`src/rtl/scan_chk_pkg.sv`:
```
// Shared types and helpers for the s27 scan unload response checker.
// Contents: FSM state enum, default chain/counter sizes, saturating increment.
package scan_chk_pkg;

   typedef enum logic [1:0] {
      IDLE   = 2'd0,
      SHIFT  = 2'd1,
      REPORT = 2'd2
   } state_e;

   localparam int unsigned DEF_CHAIN_LEN = 3;
   localparam int unsigned DEF_CNT_W     = 16;

   // Increment v unless it already holds the all-ones value of a w-bit counter (w <= 32).
   function automatic logic [31:0] sat_inc(input logic [31:0] v, input int unsigned w);
      logic [31:0] max_v;
      max_v = (w >= 32) ? '1 : ((32'd1 << w) - 32'd1);
      return (v >= max_v) ? v : v + 32'd1;
   endfunction

endpackage

```
`src/rtl/sat_counter.sv`:
```
// Saturating up-counter with synchronous clear (clear has priority over inc).
// Ports: clk, rst_n (async active-low), inc, clear, q (count, W bits).
module sat_counter
   import scan_chk_pkg::*;
#(
   parameter int unsigned W = DEF_CNT_W
) (
   input  logic         clk,
   input  logic         rst_n,
   input  logic         inc,
   input  logic         clear,
   output logic [W-1:0] q
);

   always_ff @(posedge clk or negedge rst_n) begin
      if (!rst_n)     q <= '0;
      else if (clear) q <= '0;
      else if (inc)   q <= W'(sat_inc(32'(q), W));
   end

endmodule

```
`config.mk`:
```
export PLATFORM = sky130hd
export DESIGN_NAME = sat_counter
export DESIGN_NICKNAME = d
export VERILOG_FILES = /design/src/rtl/scan_chk_pkg.sv /design/src/rtl/sat_counter.sv
export SDC_FILE = /design/constraint.sdc
export NUM_CORES = 1
export LEC_CHECK = 0
export CAP_MARGIN = 20
export CORE_ASPECT_RATIO = 1.5
export CORE_MARGIN = 8
export CORE_UTILIZATION = 40
export CTS_CLUSTER_SIZE = 24
export DETAILED_ROUTE_END_ITERATION = 8
export PLACE_DENSITY = 0.77
export SYNTH_ARGS = -nofsm -noshare
export SYNTH_HDL_FRONTEND = slang
export SYNTH_SLANG_ARGS = --single-unit
```
`constraint.sdc`:
```
create_clock -name clk -period 2.89 [get_ports clk]
set_clock_uncertainty 0.15 [all_clocks]
set_input_delay 0.867 -clock clk [delete_from_list [all_inputs] [get_ports clk]]
set_output_delay 0.867 -clock clk [all_outputs]
set_load 0.01 [all_outputs]
```
## Word level (Yosys, flattened, before mapping)

Index checks and enable logic that the tools add are counted.

| cells by class | value |
|---|---|
| reductions and logical operators | 2 |
| order comparisons | 1 |
| add/subtract/negate cells | 1 |
| muxes and demuxes | 3 |
| equality and inequality tests | 1 |

Operators by type and width:

| cell | number |
|---|---|
| $mux 16 | 3 |
| $add 16x1->16 const B | 1 |
| $ge 16x16->1 const B | 1 |
| $ne 2x2->1 const B | 1 |
| $reduce_and 2->1 | 1 |
| $reduce_bool 2->1 | 1 |

| word-level totals | value |
|---|---|
| register bits after elaboration | 16 |
| output and inout port bits | 16 |
| input bits | 4 |

## Longest topological paths before layout

| depth | value |
|---|---|
| depth after elaboration | 4 |
| depth in mapped cells | 7 |

## Worst setup path after synthesis

OpenSTA, ideal clock, no wires.

| timing | value |
|---|---|
| kind | reg2reg |
| start point | register q[0] |
| end point | register q[7] |
| arrival | 1682 ps |
| setup time | 78 ps |
| slack | 980 ps |
| stages on the path, launching flop included | 8 |
| buffers on the path | 1 |
| cell sequence | dfrtp_1 ha_1 nand2_1 or3_1 buf_6 o21ai_4 or3_2 a21oi_1 |

| on the way | value |
|---|---|
| cells in the longest elaborated chain, start to end | 4 |

RTL lines:

| element | line | source |
|---|---|---|
| start: declaration | sat_counter.sv:12 | `output logic [W-1:0] q` |
| start signal: assignment | sat_counter.sv:18 | `else if (inc) q <= W'(sat_inc(32'(q), W));` |
| $add 16x1->16 | scan_chk_pkg.sv:18 | `return (v >= max_v) ? v : v + 32'd1;` |
| $mux 16 | scan_chk_pkg.sv:18 |  |
| $mux 16 | sat_counter.sv:18 |  |
| $mux 16 | sat_counter.sv:17 | `else if (clear) q <= '0;` |

Parallel ways exist; a longest one is shown, timed or not. The select of a mux whose other input is x is not followed.
A chain may end at the register's enable or synchronous reset.

## Final worst setup path

| timing | value |
|---|---|
| start point | register q[6] |
| end point | output port q[6] |

No word-level cell between the ends.

==> out/qor.yml <==
status:
  status: "complete, no violations"
setup_path:
  cp_num_cells: 1
  arrival_ns: 1.35
  r2r-start: "q[0]"
  crit_chain: "clkdlybuf4s50_1"
  crit_path_top_delay_cell: "clkdlybuf4s50_1"
  r2r_end: "q[7]"
  critPathMaxFanout: 5
  critPathTopFamily: "buffers and inverters"
  crit_required_ns: 1.87
  criticalPathCategory: "reg2out"
  crit_buf_inv: 1
  cp-end-kind: "output pin"
  r2r_cells: 6
  start_kind: "flip-flop"
  reg2reg_slack_ns: 0.72
  crit_path_max_incr_delay_ns: 0.59
global_route:
  antenna_found_initial: 0
  overflow: 0
  first_global_vias: 796
  grt_first_pass_wirelength_um: 3400
  grt_max_degree: 17
  grt_use_total_pct: 11.1
synth:
  yosysSeqAreaShare_pct: 45.5
  syn_area_sq_um: 880
  async_flop_share_pct: 100
  ys.flop_type: "dfrtp_1"
  synth_seq_cells: 16
  syn_inst: 91
  syn_avg_cell_area_sq_um: 9.67
  ys_warn_count: 0
  synth_nets: 96
  synth_edf_count: 0
  yosysUniqueCellTypes: 26
  synth_most_common_cell: "nor2_1"
  synth_top_area_share_pct: 45.5
  yosys.area.top_type: "dfrtp_1"
  synth_area_leaders: "dfrtp_1 46%, xor2_1 9.0%, nor2_1 7.3%"
  synth_commonest_cells: "17 x nor2_1, 16 x dfrtp_1, 9 x xor2_1"
layout:
  post-route-util_pct: 51.3
  reg_top3: "q x16"
  largest_reg_flops: 16
  synthToLayoutAreaGrowth_pct: 25.7
  layout-drive-gt1-share_pct: 7.27
  antenna_cells: 0
  num-nets-final: 117
  num-fill-cells: 208
  regMostFlops: "q"
timing:
  final.setup.tns_ns: 0
  maxSlewHeadroom_pct: 50.9
  fin_crit_sh_pct: 81.8
  slew_viol_final: 0
  finalHoldViolations: 0
  rsz0062_at_grt: "false"
  worst_slew_pin_slew_ns: 0.734
  period_minus_slack_ns: 2.36
  max_freq_mhz: 423
  finalSetupViolCount: 0
clock_network:
  htreeDepth: 1
  clk_latency_ns: 0.28
  post_cts_buffers: 0
  cts.sinks: 16
  clk_pin_slew_ns: 0.09
  cts_resized: 0
  cts_tree: "done"
  clockBufferDepth: 2
  cts_root_buffer: "clkbuf_4"
  holdBufCountCts: 0
  cts_buffers: 3
pwr:
  comb_power_share_pct: 8.1
  finalPower_mw: 0.376
  p_sw_mw: 0.0879
  p_sw_share_pct: 23.3
  p_per_area_mw_per_mm2: 340
  ir_drop_v: 0.000252
  power.leakage_nw: 0.436
  seqPwrFrac_pct: 61.0
  p_int_mw: 0.289
  clockPowerShare_pct: 30.9
min_path:
  hold_end: "q[5]"
  min_path_cells: 2
  hp-start: "q[5]"
  hp-class: "reg2reg"
floorplanning:
  ios: 20
  fp.dieW_um: 54.3
  initial_utilization_pct: 40.8
  num_rows: 21
  coreArea_sq_mm: 0.00215
  die_height_um: 73.4
  fp.dieArea_sq_mm: 0.00399
detailed_routing:
  routed_wl_um: 2000
  viasPerCell: 5.58
  routed-via-count: 742
  drtIter0Drc: 6
  drc_errors: 0
  dr.pass1.iters: 2
  routedWlPerCell_um: 15.0
  drtAntennaViolNets: 0
place:
  port_buffers: 19
  dp_hpwl_um: 1460
  place.gp.congestion: 0.773
flow_run:
  maxCapViolations: 0
cell families after synthesis:
group | count (synthesis) | synth area share, %
and+or+nand+nor | 47 | 29.0
DFF | 16 | 45.5
xor gates and xnor gates | 14 | 13.9
AOI/OAI and AO/OA | 8 | 6.40
buffers and inverters | 4 | 2.56
muxes | 1 | 1.14
adders and majority gates | 1 | 1.42
per-layer routing:
| layer | vias to the layer above | track usage [%] | share of wire, % |
|---|---|---|---|
| met4 | 0 | 5.22 | 1.0 |
| li1 | 355 | - | - |
| met5 | - | 0 | 0 |
| met2 | 15 | 19.9 | 52 |
| met3 | 2 | 2.02 | 5.0 |
| met1 | 370 | 11.4 | 42 |
final cells by class:
type	count	area [sq um]	area share (%)
Multi-Input combinational cell	71	457	41.3
Sequential cell	16	400	36.2
Timing Repair Buffer	20	198	17.9
Tap cell	23	28.8	2.60
Clock buffer	3	22.5	2.04
layout by cell type (no fill, tap or decap):
| cell | synthesis | routed |
|---|---|---|
| nor2_1 | 17 | 17 |
| or3_2 | 1 | 1 |
| clkdlybuf4s50_1 | 0 | 19 |
| dfrtp_1 | 16 | 16 |
| nor3b_1 | 2 | 2 |
| a21oi_1 | 1 | 1 |
| nand4_1 | 7 | 7 |
| or3_1 | 1 | 1 |
| nand3_1 | 2 | 2 |
| and2_1 | 1 | 1 |
| xor2_1 | 9 | 9 |
| mux2i_1 | 1 | 1 |
| and3_1 | 4 | 4 |
| buf_4 | 0 | 1 |
| and4_1 | 2 | 2 |
| ha_1 | 1 | 1 |
| o211ai_1 | 2 | 2 |
| xnor2_1 | 5 | 5 |
| clkbuf_4 | 0 | 3 |
| nor3_1 | 1 | 1 |
| o21ai_1 | 4 | 4 |
| nand2_1 | 5 | 5 |
| nand3_4 | 1 | 1 |
| nor2_2 | 1 | 1 |
| o21ai_4 | 1 | 1 |
| nor4_1 | 2 | 2 |
worst max path at each step:
stage / from / to / slack (ns)
4_1_cts: q[6] / q[6] / 0.51
6_report: q[6] / q[6] / 0.53
3_3_place_gp: inc / q[15] / 0.47
5_1_grt: q[6] / q[6] / 0.49
2_1_floorplan: q[0] / q[7] / 0.98
3_5_place_dp: inc / q[7] / 0.45
metrics by stage:
step	hold WS [ns]	instances	instance area [sq um]	setup WS (ns)
final	0.426	133	1110	0.525
after global routing	0.486	133	1110	0.486
after CTS	0.427	133	1110	0.509
after floorplan	0.421	91	880	0.980
after detailed placement	0.401	130	1080	0.445
after global placement	0.393	130	1080	0.468
power by group through the flow:
stage,Combinational (mW),Clock [mW],Sequential [mW]
6_report,0.0304,0.116,0.230
5_1_grt,0.0339,0.127,0.230
4_1_cts,0.0311,0.121,0.230
3_5_place_dp,0.0306,0,0.234
3_3_place_gp,0.0300,0,0.234
2_1_floorplan,0.0108,0,0.235
(Power assumes the default switching activity.)
